===== src/rtl/mpu_sequencer.sv =====
// Command sequencer for the matrix processing unit: buffers host commands and
// issues them one at a time to the load, multiply and store units.
module mpu_sequencer #(
  parameter int CMD_DEPTH = 4,
  parameter int NUM_REGS  = 8,
  parameter int TIMEOUT   = 1024,
  parameter int RBITS     = $clog2(NUM_REGS)
) (
  input  logic                clk,
  input  logic                rst,
  input  logic                cmd_valid_in,
  output logic                cmd_ready_out,
  input  logic [1:0]          cmd_op_in,
  input  logic [RBITS-1:0]    cmd_dest_in,
  input  logic [RBITS-1:0]    cmd_src1_in,
  input  logic [RBITS-1:0]    cmd_src2_in,
  output logic                load_en_out,
  output logic [RBITS-1:0]    load_addr_out,
  input  logic                load_done_in,
  output logic                mult_en_out,
  output logic [RBITS-1:0]    mult_src1_out,
  output logic [RBITS-1:0]    mult_src2_out,
  output logic [RBITS-1:0]    mult_dest_out,
  input  logic                mult_done_in,
  output logic                store_en_out,
  output logic [RBITS-1:0]    store_addr_out,
  input  logic                store_done_in,
  output logic [NUM_REGS-1:0] reg_valid_out,
  output logic                busy_out,
  output logic [15:0]         retired_count_out,
  output logic                error_out,
  output logic [1:0]          err_code_out
);

  localparam int PW = (CMD_DEPTH > 1) ? $clog2(CMD_DEPTH) : 1;
  localparam int CW = PW + 1;
  localparam int EW = 2 + 3 * RBITS;
  localparam int TW = (TIMEOUT > 1) ? $clog2(TIMEOUT) : 1;

  localparam logic [1:0] OP_NOP   = 2'b00;
  localparam logic [1:0] OP_LOAD  = 2'b01;
  localparam logic [1:0] OP_MULT  = 2'b10;
  localparam logic [1:0] OP_STORE = 2'b11;

  localparam logic [1:0] SEQ_IDLE       = 2'd0;
  localparam logic [1:0] SEQ_WAIT_LOAD  = 2'd1;
  localparam logic [1:0] SEQ_WAIT_MULT  = 2'd2;
  localparam logic [1:0] SEQ_WAIT_STORE = 2'd3;

  localparam logic [1:0] ERR_OPERAND = 2'b01;
  localparam logic [1:0] ERR_TIMEOUT = 2'b10;

  function automatic logic reg_ok(input logic [NUM_REGS-1:0] map,
                                  input logic [RBITS-1:0]    idx);
    reg_ok = map[idx];
  endfunction

  logic [EW-1:0]       fifo_mem_r [CMD_DEPTH];
  logic [PW-1:0]       wr_ptr_r;
  logic [PW-1:0]       rd_ptr_r;
  logic [CW-1:0]       count_r;
  logic [1:0]          state_r;
  logic [TW-1:0]       wait_cnt_r;
  logic [RBITS-1:0]    cmd_dest_r;
  logic                load_en_r;
  logic                mult_en_r;
  logic                store_en_r;
  logic [RBITS-1:0]    load_addr_r;
  logic [RBITS-1:0]    mult_src1_r;
  logic [RBITS-1:0]    mult_src2_r;
  logic [RBITS-1:0]    mult_dest_r;
  logic [RBITS-1:0]    store_addr_r;
  logic [NUM_REGS-1:0] reg_valid_r;
  logic [15:0]         retired_r;
  logic                error_r;
  logic [1:0]          err_code_r;

  logic                full_s;
  logic                push_s;
  logic                pop_s;
  logic                in_wait_s;
  logic [EW-1:0]       head_s;
  logic [1:0]          head_op_s;
  logic [RBITS-1:0]    head_dest_s;
  logic [RBITS-1:0]    head_src1_s;
  logic [RBITS-1:0]    head_src2_s;
  logic                done_s;
  logic                operand_err_s;
  logic                timeout_s;

  assign full_s    = (count_r == CW'(CMD_DEPTH));
  assign push_s    = cmd_valid_in && !full_s;
  assign pop_s     = (state_r == SEQ_IDLE) && (count_r != {CW{1'b0}});
  assign in_wait_s = (state_r != SEQ_IDLE);

  // Decode the FIFO head entry into its fields.
  always_comb begin
    head_s      = fifo_mem_r[rd_ptr_r];
    head_op_s   = head_s[EW-1 -: 2];
    head_dest_s = head_s[3*RBITS-1 -: RBITS];
    head_src1_s = head_s[2*RBITS-1 -: RBITS];
    head_src2_s = head_s[RBITS-1:0];
  end

  // Select the done strobe of the unit being waited on; others are ignored.
  always_comb begin
    done_s = 1'b0;
    case (state_r)
      SEQ_WAIT_LOAD:  done_s = load_done_in;
      SEQ_WAIT_MULT:  done_s = mult_done_in;
      SEQ_WAIT_STORE: done_s = store_done_in;
      default:        done_s = 1'b0;
    endcase
  end

  // Operand check on the popped command: reads of invalid registers are rejected.
  always_comb begin
    operand_err_s = 1'b0;
    if (pop_s) begin
      case (head_op_s)
        OP_MULT:  operand_err_s = !(reg_ok(reg_valid_r, head_src1_s) &&
                                    reg_ok(reg_valid_r, head_src2_s));
        OP_STORE: operand_err_s = !reg_ok(reg_valid_r, head_dest_s);
        default:  operand_err_s = 1'b0;
      endcase
    end else begin
      operand_err_s = 1'b0;
    end
  end

  // The wait counter would reach TIMEOUT-1 at this edge without a done.
  assign timeout_s = in_wait_s && !done_s && (wait_cnt_r == TW'(TIMEOUT - 2));

  // Command FIFO storage, pointers and occupancy.
  always_ff @(posedge clk or posedge rst) begin
    if (rst) begin
      for (int i = 0; i < CMD_DEPTH; i++) begin
        fifo_mem_r[i] <= {EW{1'b0}};
      end
      wr_ptr_r <= {PW{1'b0}};
      rd_ptr_r <= {PW{1'b0}};
      count_r  <= {CW{1'b0}};
    end else begin
      if (push_s) begin
        fifo_mem_r[wr_ptr_r] <= {cmd_op_in, cmd_dest_in, cmd_src1_in, cmd_src2_in};
        wr_ptr_r             <= wr_ptr_r + PW'(1);
      end
      if (pop_s) begin
        rd_ptr_r <= rd_ptr_r + PW'(1);
      end
      case ({push_s, pop_s})
        2'b10:   count_r <= count_r + CW'(1);
        2'b01:   count_r <= count_r - CW'(1);
        default: count_r <= count_r;
      endcase
    end
  end

  // Sequencer FSM: issue, wait for done or timeout, retire.
  always_ff @(posedge clk or posedge rst) begin
    if (rst) begin
      state_r      <= SEQ_IDLE;
      wait_cnt_r   <= {TW{1'b0}};
      cmd_dest_r   <= {RBITS{1'b0}};
      load_en_r    <= 1'b0;
      mult_en_r    <= 1'b0;
      store_en_r   <= 1'b0;
      load_addr_r  <= {RBITS{1'b0}};
      mult_src1_r  <= {RBITS{1'b0}};
      mult_src2_r  <= {RBITS{1'b0}};
      mult_dest_r  <= {RBITS{1'b0}};
      store_addr_r <= {RBITS{1'b0}};
      reg_valid_r  <= {NUM_REGS{1'b0}};
      retired_r    <= 16'd0;
    end else begin
      load_en_r  <= 1'b0;
      mult_en_r  <= 1'b0;
      store_en_r <= 1'b0;
      case (state_r)
        SEQ_IDLE: begin
          if (pop_s) begin
            cmd_dest_r <= head_dest_s;
            wait_cnt_r <= {TW{1'b0}};
            case (head_op_s)
              OP_NOP: retired_r <= retired_r + 16'd1;
              OP_LOAD: begin
                load_en_r   <= 1'b1;
                load_addr_r <= head_dest_s;
                state_r     <= SEQ_WAIT_LOAD;
              end
              OP_MULT: begin
                if (!operand_err_s) begin
                  mult_en_r   <= 1'b1;
                  mult_src1_r <= head_src1_s;
                  mult_src2_r <= head_src2_s;
                  mult_dest_r <= head_dest_s;
                  state_r     <= SEQ_WAIT_MULT;
                end
              end
              OP_STORE: begin
                if (!operand_err_s) begin
                  store_en_r   <= 1'b1;
                  store_addr_r <= head_dest_s;
                  state_r      <= SEQ_WAIT_STORE;
                end
              end
              default: state_r <= SEQ_IDLE;
            endcase
          end
        end
        SEQ_WAIT_LOAD, SEQ_WAIT_MULT, SEQ_WAIT_STORE: begin
          if (done_s) begin
            // Stores read a register; only loads and multiplies produce one.
            if (state_r != SEQ_WAIT_STORE) begin
              reg_valid_r[cmd_dest_r] <= 1'b1;
            end
            retired_r <= retired_r + 16'd1;
            state_r   <= SEQ_IDLE;
          end else if (timeout_s) begin
            state_r <= SEQ_IDLE;
          end else begin
            wait_cnt_r <= wait_cnt_r + TW'(1);
          end
        end
        default: state_r <= SEQ_IDLE;
      endcase
    end
  end

  // Sticky error flag; only the first error code is kept.
  always_ff @(posedge clk or posedge rst) begin
    if (rst) begin
      error_r    <= 1'b0;
      err_code_r <= 2'b00;
    end else if (!error_r && (operand_err_s || timeout_s)) begin
      error_r    <= 1'b1;
      err_code_r <= timeout_s ? ERR_TIMEOUT : ERR_OPERAND;
    end
  end

  assign cmd_ready_out     = !full_s;
  assign busy_out          = (count_r != {CW{1'b0}}) || in_wait_s;
  assign load_en_out       = load_en_r;
  assign load_addr_out     = load_addr_r;
  assign mult_en_out       = mult_en_r;
  assign mult_src1_out     = mult_src1_r;
  assign mult_src2_out     = mult_src2_r;
  assign mult_dest_out     = mult_dest_r;
  assign store_en_out      = store_en_r;
  assign store_addr_out    = store_addr_r;
  assign reg_valid_out     = reg_valid_r;
  assign retired_count_out = retired_r;
  assign error_out         = error_r;
  assign err_code_out      = err_code_r;

endmodule


===== config.mk =====
export PLATFORM = sky130hd
export DESIGN_NAME = mpu_sequencer
export DESIGN_NICKNAME = d
export VERILOG_FILES = /design/src/rtl/mpu_sequencer.sv
export SDC_FILE = /design/constraint.sdc
export NUM_CORES = 1
export LEC_CHECK = 0
export BUFFER_PORTS_ARGS = -buffer_cell sky130_fd_sc_hd__buf_2
export CAP_MARGIN = 20
export CORE_ASPECT_RATIO = 1.5
export CORE_MARGIN = 2
export CORE_UTILIZATION = 62
export DETAILED_ROUTE_END_ITERATION = 10
export GPL_ROUTABILITY_DRIVEN = 0
export PLACE_DENSITY_LB_ADDON = 0.15
export SETUP_SLACK_MARGIN = 0.4
export SLEW_MARGIN = 20
export SYNTH_ARGS = -nofsm -noshare
export SYNTH_HDL_FRONTEND = slang
export SYNTH_SLANG_ARGS = --single-unit

===== constraint.sdc =====
create_clock -name clk -period 5.4 [get_ports clk]
set_input_delay 0.27 -clock clk [delete_from_list [all_inputs] [get_ports clk]]
set_output_delay 0.27 -clock clk [all_outputs]
set_load 0.02 [all_outputs]

==> results of run 1 <==
## cells in the mapped netlist, drive strengths merged, types with 2 or more instances
master,n,area [sq um]
a21o,8,60.1
a31o,2,17.5
and2,3,18.8
and3,8,50.1
and4,2,17.5
buf,9,62.6
clkbuf,6,22.5
dfrtp,111,2780
ha,8,100
inv,11,41.3
mux2,63,709
mux2i,21,210
mux4,11,248
nand2,16,60.1
nand3,18,90.1
nand3b,2,15.0
nand4,3,18.8
nor2,22,85.1
nor2b,2,12.5
nor3,6,35.0
o21ai,5,25.0
or4b,2,20.0
xnor2,18,158
xor2,11,96.3
## metrics by stage
stage	hold slack, ps	utilization (%)	total power, mW	worst slack, ps	area, sq um
after floorplan	420	-	2.68	2200	5060
after global placement	345	68.4	3.01	2230	5440
after detailed placement	354	68.4	3.09	2090	5440
after CTS	188	72.0	3.74	2000	5730
after global routing	204	72.0	3.96	1860	5730
final	199	72.0	3.72	2080	5730
## power by group through the flow
stage / Combinational (mW) / Clock (mW) / Sequential [mW]
floorplan: 1.18 / 0 / 1.50
global placement: 1.54 / 0 / 1.47
detailed placement: 1.60 / 0 / 1.49
CTS: 1.63 / 0.628 / 1.48
global route: 1.77 / 0.663 / 1.53
finish: 1.62 / 0.621 / 1.48
## per-layer routing
layer,GRT usage [%],vias to the layer above
li1,-,1465
met5,0,-
met3,4.65,18
met2,43.2,63
met4,9.17,0
met1,30.7,1638
## cell type report
class,instances,area share (%)
flip-flops and latches,111,48.5
multi-input cells,243,37.7
well taps,105,2.29
repair buffers,66,5.94
clock inverters,4,0.546
inverters,11,0.764
clock buffers,12,4.30
## logic make-up after synthesis
group | count (synthesis)
AOI/OAI and AO/OA | 23
xor gates and xnor gates | 29
adders and majority gates | 9
buffers and inverters | 26
DFF | 111
muxes | 95
and+or+nand+nor | 87
## worst max-delay path by stage
stage | from | end | slack [ps] | cells past startpoint
4_1_cts | rd_ptr_r[0] | mult_src1_out[1] | 2000 | 6
3_3_place_gp | rd_ptr_r[0] | mult_src1_out[1] | 2230 | 6
2_1_floorplan | rst | cmd_dest_r[0] | 2200 | 1
3_5_place_dp | rd_ptr_r[0] | mult_src1_out[1] | 2090 | 6
6_report | rd_ptr_r[0] | mult_src1_out[1] | 2080 | 6
5_1_grt | rd_ptr_r[0] | mult_src1_out[1] | 1860 | 6
## state kept, by name, summed over array words and instances, names as in the netlist
signal,flops
cmd_dest_r,3
count_r,3
err_code_out,2
error_out,1
fifo_mem_r,44
load_addr_out,3
load_en_out,1
mult_dest_out,3
mult_en_out,1
mult_src1_out,3
mult_src2_out,3
rd_ptr_r,2
reg_valid_out,8
retired_count_out,16
state_r,2
store_addr_out,3
store_en_out,1
wait_cnt_r,10
wr_ptr_r,2
==> metrics.yaml, run 1 <==
run_status:
  run_status: "complete, no violations"
timing:
  tightest_slew_ps: 864
  fin_worst_skew_ps: 8.66
  tns_ps: 0
  max_slew_margin_pct: 41.6
  rsz0062_at_grt: "false"
  maxSlewViolCount: 0
  finalSetupViolCount: 0
  fmax_mhz: 301
  fin_crit_sh_pct: 61.5
  hold_violations: 0
  finalCriticalPeriod_ps: 3320
pwr:
  seqPwrFrac_pct: 39.8
  power.density_mw_per_mm2: 649
  p_leak_nw: 2.68
  clockPowerShare_pct: 16.7
  p_switching_mw: 1.44
  sw_frac_of_total_pct: 38.6
  intPower_mw: 2.28
  power_frac_comb_pct: 43.5
  ir_drop_uv: 347
global_route:
  antenna_found_initial: 0
  first_global_vias: 3330
  grt_pass1_wl_um: 16900
  grt_overflow: 0
  grt_max_degree: 70
  track_usage_pct: 24.8
floorplanning:
  ioPinCount: 64
  dieHeight_um: 115
  die_x_um: 77.8
  num_rows: 40
  dieArea_sq_mm: 0.00891
  coreArea_sq_mm: 0.00796
  start_util_pct: 63.6
worst_setup_path:
  ff2ff_path_depth: 6
  cpMaxStageDelayCell: "dfrtp_1"
  r2r_setup_slack_ps: 2080
  worstSetupPathType: "reg2reg"
  worstPathRequired_ps: 5630
  cp-end-kind: "register"
  critPathArrivalTime_ps: 3550
  cp_common_cell: "mux2i_1"
  slowest_delay_ps: 860
  crit_family: "multiplexers"
  critPathMaxFanout: 13
  reg2reg_from: "rd_ptr_r[0]"
  path_buf_inv: 0
  startpoint_type: "register"
  r2r-end: "mult_src1_out[1]"
  path_cells: "mux4_2, mux2i_1, mux2i_1, mux2i_1, nor3_2, mux2_2"
synthesis:
  synth-edff-count: 0
  syn_nets: 406
  ys_seq_elements: 111
  synthMuxAreaShare_pct: 23.1
  ys_warn_count: 0
  synth_compound_gate_area_share_pct: 3.34
  syn_area_sq_mm: 0.00506
  synth_adder_area_share_pct: 2.37
  synth_cells: 380
  syn_avg_cell_area_sq_um: 13.3
  synthDistinctLibCells: 42
  synth-xor-area-share_pct: 5.02
  async_reset_ff_share_pct: 100
  ys_seq_area_share_pct: 54.9
  synth_ff_type: "dfrtp_1"
  synth_top_family_by_area: "multiplexers"
  synthSimpleGateAreaFrac_pct: 8.78
hold_path:
  hp-class: "in2reg"
  holdPathStages: 2
  min_to: "fifo_mem_r[7]"
  holdCritStartpoint: "cmd_dest_in[1]"
place:
  dp.cells: 535
  port_buffers: 63
  dp_hpwl_um: 7030
detailed_routing:
  met3WireLength_um: 276
  first_pass_iters: 4
  routedWlPerCell_um: 18.3
  drc: 0
  num_vias: 3184
  wl_met1_um: 4200
  highest_layer: "met4"
  wl_um: 10100
  dr_wl_met2_um: 5390
  ant_nets: 0
  viasPerCell: 5.77
  drtIter0Drc: 161
final_layout:
  stdcell_count: 552
  layout-drive-gt1-share_pct: 34.2
  fillerInstances: 549
  multiInputGateArea_sq_mm: 0.00216
  area_delta_synth_final_pct: 13.3
  diodes: 0
  layout_common_cells: "dfrtp_1, buf_2, mux2_2, nor2_1, mux2i_1"
  final_nets: 468
  final-seq-area_sq_mm: 0.00278
  final_common_cell: "dfrtp_1"
cts:
  clockBufferDepth: 2
  clk_pin_slew_ps: 70
  cts_tree: "built"
  cts_repair_resize_count: 0
  cts_hold_buf: 1
  clkLatencyLatePin_ps: 350
  cts_buffers: 9
  cts-htree-levels: 3
  cts.root.buffer_cell: "clkbuf_16"
  postCtsSetupRepairBufs: 0
  clock_sinks: 111
job:
  cap_violations: 0
No activity file was read; power rests on OpenSTA's default activity.
==> run 2: changes to the inputs <==
- CORE_UTILIZATION: 62 -> 58
- clock period: 5.4 -> 3.3 ns (I/O delays scaled with it)
==> run 2 against run 1 <==
Die area rose by 6.6%. Clock power rose by 100%. Cell count rose by 1.4%.
==> metrics.yaml, run 2 (synthesis results as in run 1) <==
run_status:
  run_status: "complete, no violations"  # unchanged
global_route:
  grt_overflow: 0  # unchanged
  antenna_found_initial: 0  # unchanged
  track_usage_pct: 24.1  # was 24.8%
  grt_pass1_wl_um: 17300  # was 16900 um
  grt_max_degree: 50  # was 70
  first_global_vias: 3512  # was 3330
pwr:
  p_total_mw: 6.35  # was 3.72 mW
  clockPowerShare_pct: 19.8  # was 16.7%
  p_switching_mw: 2.34  # was 1.44 mW
  ir_drop_uv: 696  # was 347 uV
  sw_frac_of_total_pct: 36.8  # was 38.6%
  power.density_mw_per_mm2: 1080  # was 649 mW/mm^2
  p_leak_nw: 2.75  # was 2.68 nW
  intPower_mw: 4.01  # was 2.28 mW
  power_frac_comb_pct: 42.2  # was 43.5%
  seqPwrFrac_pct: 37.9  # was 39.8%
final_layout:
  area_delta_synth_final_pct: 16.3  # was 13.3%
  final_util_pct: 69.5  # was 72.0%
  largest_register_ffs: 44  # unchanged
  fillerInstances: 636  # was 549
  final_common_cell: "dfrtp_1"  # unchanged
  layout_common_cells: "dfrtp_1, buf_2, mux2_2, nor2_1, mux2i_1"  # unchanged
  final_nets: 474  # was 468
  stdcell_count: 560  # was 552
  layout-drive-gt1-share_pct: 35.8  # was 34.2%
  top_register: "fifo_mem_r"  # unchanged
  diodes: 0  # unchanged
timing:
  tightest_slew_ps: 931  # was 864 ps
  fmax_mhz: 374  # was 301 MHz
  finalSetupViolCount: 0  # unchanged
  tns_ps: 0  # unchanged
  hold_violations: 0  # unchanged
  fin_worst_skew_ps: 5.58  # was 8.66 ps
  max_slew_margin_pct: 37.1  # was 41.6%
  maxSlewViolCount: 0  # unchanged
  finalCriticalPeriod_ps: 2680  # was 3320 ps
  fin_crit_sh_pct: 81.1  # was 61.5%
  rsz0062_at_grt: "false"  # unchanged
floorplanning:
  dieHeight_um: 118  # was 115 um
  coreArea_sq_mm: 0.00846  # was 0.00796 sq mm
  ioPinCount: 64  # unchanged
  die_x_um: 80.3  # was 77.8 um
  num_rows: 41  # was 40
  dieArea_sq_mm: 0.00950  # was 0.00891 sq mm
  start_util_pct: 59.8  # was 63.6%
cts:
  cts_buffers: 9  # unchanged
  clock_sinks: 111  # unchanged
  clk_pin_slew_ps: 70  # about the same
  cts_tree: "built"  # unchanged
  cts-htree-levels: 3  # unchanged
  clkLatencyLatePin_ps: 340  # was 350 ps
  clockBufferDepth: 2  # unchanged
  cts.root.buffer_cell: "clkbuf_16"  # unchanged
worst_setup_path:
  startpoint_type: "register"  # unchanged
  worstPathRequired_ps: 3520  # was 5630 ps
  critPathMaxFanout: 9  # was 13
  worstSetupPathType: "reg2reg"  # unchanged
  cp-end-kind: "register"  # unchanged
  critPathArrivalTime_ps: 2900  # was 3550 ps
detailed_routing:
  drc: 0  # unchanged
  ant_nets: 0  # unchanged
  drtIter0Drc: 152  # was 161
  first_pass_iters: 6  # was 4
  wl_um: 10400  # was 10100 um
  routedWlPerCell_um: 18.6  # was 18.3 um
  viasPerCell: 5.73  # was 5.77
  num_vias: 3209  # was 3184
place:
  dp_hpwl_um: 7460  # was 7030 um
  dp.cells: 542  # was 535
  port_buffers: 63  # unchanged
job:
  cap_violations: 0  # unchanged
hold_path:
  hp-class: "in2reg"  # unchanged
==> run 2: cell count changes in the layout (fill, tap and decap cells not counted) <==
cell and delta:
dfrtp_2 +1, inv_4 -1, buf_12 +2, buf_4 +4
clkbuf_1 -2, clkinvlp_4 +1, clkinv_4 -2, bufinv_16 +3
dfrtp_1 -1, clkbuf_8 +1
==> run 2: layer usage <==
layer  vias to the layer above  GRT usage, %  part of all wire, %
li1                       1485             -                    -
met1                      1644          28.5                   41
met2                        60          42.7                   55
met3                        20          3.82                  2.4
met4                         0          9.85                  2.3
met5                         -             0                    0
==> run 2: path summary, 6_finish.rpt <==
check,startpoint,to,slack [ps],cells past startpoint
min in group asynchronous,rst,wr_ptr_r[0],370,3
min reg2reg,retired_count_out[15],retired_count_out[15],480,1
max,rd_ptr_r[0],mult_dest_out[0],620,7
min,cmd_dest_in[0],fifo_mem_r[28],90,2
max reg2reg,rd_ptr_r[0],mult_dest_out[0],620,7
max in group asynchronous,rst,rd_ptr_r[0],2160,5
==> run 2: power groups by stage <==
stage | clock (mW) | sequential [mW] | combinational [mW]
4_1_cts | 1.28 | 2.41 | 2.72
2_1_floorplan | 0 | 2.45 | 1.93
3_3_place_gp | 0 | 2.40 | 2.60
3_5_place_dp | 0 | 2.43 | 2.69
6_report | 1.26 | 2.41 | 2.68
5_1_grt | 1.34 | 2.49 | 2.94
==> run 2: final cells by class <==
type | instances | area [sq um] | area share [%]
Tap cell | 107 | 134 | 2.28
Clock inverter | 5 | 104 | 1.76
Multi-Input combinational cell | 243 | 2160 | 36.7
Inverter | 11 | 45.0 | 0.765
Clock buffer | 11 | 253 | 4.30
Timing Repair Buffer | 72 | 410 | 6.97
Sequential cell | 111 | 2780 | 47.2
==> run 2: critical path, cell delays in order (launching register included) <==
cell	delay, ps
dfrtp_2	550
mux4_2	650
mux2i_1	160
mux2i_1	140
mux2i_1	140
nor3_2	330
buf_4	230
mux2_1	340
==> run 2: stage by stage <==
stage	setup WS, ps	hold slack [ps]	area [sq um]
after floorplan	697	315	5060
after global placement	533	441	5500
after detailed placement	445	451	5500
after CTS	584	85.7	5850
after global routing	427	93.7	5880
final	623	95.0	5880
==> run 2: repair_timing <==
item	CTS	global route
hold endpoints to repair	0	16
endpoints found under the setup margin	1	0
hold buffers	0	1
gates resized for setup	1	0
setup buffers	0	0
==> run 3: changes to the inputs <==
- CORE_UTILIZATION: 58 -> 52
- clock period: 3.3 -> 2.2 ns (I/O delays scaled with it)
==> run 3 against run 2 <==
The flow now finishes with violations (negative setup slack). Critical endpoint is now mult_src2_out[1]. Sequential share of layout area shrank 4.2 points. Clock power is 29% higher. Power is 68% higher. Maximum frequency rose by 11%.
==> metrics.yaml, run 3 (synthesis results as in run 1) <==
cts:
  clk_pin_slew_ps: 70  # about the same
  cts_buffers: 9  # unchanged
  clock_sinks: 111  # unchanged
  cts.root.buffer_cell: "clkbuf_16"  # unchanged
  clkLatencyLatePin_ps: 350  # was 340 ps
  cts-htree-levels: 3  # unchanged
  clockBufferDepth: 2  # unchanged
  cts_tree: "built"  # unchanged
floorplanning:
  coreArea_sq_mm: 0.00958  # was 0.00846 sq mm
  num_rows: 44  # was 41
  die_x_um: 84.5  # was 80.3 um
  dieHeight_um: 125  # was 118 um
  dieArea_sq_mm: 0.0105  # was 0.00950 sq mm
  start_util_pct: 52.8  # was 59.8%
  ioPinCount: 64  # unchanged
timing:
  hold_violations: 0  # unchanged
  maxSlewViolCount: 0  # unchanged
  fin_crit_sh_pct: 110  # was 81.1%
  fmax_mhz: 415  # was 374 MHz
  fin_worst_skew_ps: 6.66  # was 5.58 ps
  max_slew_margin_pct: 59.6  # was 37.1%
  tightest_slew_ps: 606  # was 931 ps
  fin_ws_ps: -210  # was 623 ps
  finalCriticalPeriod_ps: 2410  # was 2680 ps
  hold_slack_ps: 34.8  # was 95.0 ps
  finalSetupViolCount: 26  # was 0
  rsz0062_at_grt: "true"  # was false
global_route:
  track_usage_pct: 21.5  # was 24.1%
  first_global_vias: 3532  # was 3512
  grt_pass1_wl_um: 17600  # was 17300 um
  grt_overflow: 0  # unchanged
  antenna_found_initial: 0  # unchanged
  grt_max_degree: 112  # was 50
detailed_routing:
  first_pass_iters: 4  # was 6
  ant_nets: 0  # unchanged
  num_vias: 3334  # was 3209
  viasPerCell: 5.47  # was 5.73
  drtIter0Drc: 149  # was 152
  routedWlPerCell_um: 17.7  # was 18.6 um
  wl_um: 10800  # was 10400 um
  drc: 0  # unchanged
worst_setup_path:
  cp-end-kind: "register"  # unchanged
  startpoint_type: "register"  # unchanged
  slowest_delay_ps: 600  # was 650 ps
  critPathLaunch: "rd_ptr_r[0]"  # unchanged
  reg2reg_from: "rd_ptr_r[0]"  # unchanged
  path_cells: "buf_12, mux4_2, mux2i_1, mux2i_1, mux2i_1, nor3_2, buf_4, mux2_1"  # was mux4_2, mux2i_1, mux2i_1, mux2i_1, nor3_2, buf_4, mux2_1
  cpMaxStageDelayCell: "mux4_2"  # unchanged
  worstPathRequired_ps: 2430  # was 3520 ps
  critPathArrivalTime_ps: 2640  # was 2900 ps
  critPathMaxFanout: 5  # was 9
  cp_common_cell: "mux2i_1"  # unchanged
  worstSetupPathType: "reg2reg"  # unchanged
pwr:
  ir_drop_uv: 981  # was 696 uV
  power.density_mw_per_mm2: 1640  # was 1080 mW/mm^2
  p_leak_nw: 3.01  # was 2.75 nW
job:
  cap_violations: 0  # unchanged
final_layout:
  area_delta_synth_final_pct: 27.9  # was 16.3%
  top_register: "fifo_mem_r"  # unchanged
  final_common_cell: "dfrtp_1"  # unchanged
  layout_common_cells: "dfrtp_1, buf_2, mux2_2, buf_4, mux2i_1"  # was dfrtp_1, buf_2, mux2_2, nor2_1, mux2i_1
  largest_register_ffs: 44  # unchanged
  final_nets: 515  # was 474
  layout-drive-gt1-share_pct: 51.4  # was 35.8%
  design_area_sq_mm: 0.00647  # was 0.00588 sq mm
  diodes: 0  # unchanged
place:
  dp_hpwl_um: 7240  # was 7460 um
  place_area_sq_mm: 0.00582  # was 0.00550 sq mm
  pre_cts_ws_ps: -190  # was 445 ps
  port_buffers: 63  # unchanged
hold_path:
  holdCritStartpoint: "cmd_src2_in[0]"  # was cmd_dest_in[0]
  hp-class: "in2reg"  # unchanged
run_status:
  run_status: "complete, but fails checks"  # was complete, no violations
  violations: "negative setup slack"
run 3: cell types whose count changed in the layout (fill, tap and decap cells not counted), sizes merged:
cell      previous run  this run
inv                 10        12
clkbuf              11         9
clkinvlp             1         2
bufinv               3         1
clkinv               2         3
buf                 71       112
run 3: repair_timing:
item                                   in CTS  in global routing
gates cloned                                0                  0
pin swaps                                   8                 11
hold buffers                                1                  0
endpoints found under the hold margin     111                  0
setup endpoints to repair                  51                 48
resized for setup                          35                 16
setup buffers                              16                  2
run 3: where the power goes:
group	internal, mW	leakage, nW	switching (mW)
Clock	0.886	0.146	0.746
Combinational	2.91	1.52	2.50
Sequential	2.90	1.35	0.696
Total	6.70	3.01	3.94
run 3: metal layers:
layer | track usage [%] | wire length (um)
met4 | 6.54 | 129
met5 | 0 | 0
met2 | 38.4 | 6000
met1 | 25.5 | 4360
met3 | 4.77 | 318
run 3: final timing paths:
kind	cells after the start	to	slack [ps]
worst max-delay path	8	mult_src2_out[1]	-210
worst min-delay path	2	fifo_mem_r[33]	30
worst max register to register	8	mult_src2_out[1]	-210
worst min register to register	1	retired_count_out[15]	460
max in group asynchronous	4	state_r[1]	1250
min in group asynchronous	4	count_r[2]	460
run 3: per-stage QoR:
step	utilization [%]	total power, mW	instances	TNS, ps
3_3_place_gp	60.8	8.11	574	-2700
4_1_cts	66.6	10.5	607	-3450
3_5_place_dp	60.8	8.25	574	-3000
5_1_grt	67.5	11.3	609	-7390
2_1_floorplan	-	6.79	380	-103
6_report	67.5	10.6	609	-3120
run 3: worst max-delay path, delay by kind of cell, from the launching register on:
| kind | cells | cell delay [ps] |
|---|---|---|
| and+or+nand+nor | 1 | 180 |
| muxes | 5 | 1370 |
| DFF | 1 | 400 |
| buffers and inverters | 2 | 330 |
run 3: cell type report:
type	count	area, sq um
fillers	724	3110
well taps	115	144
multi-input cells	243	2440
clock buffers	9	225
inverters	11	45.0
flip-flops and latches	111	2780
repair buffers	113	762
clock inverters	7	70.1
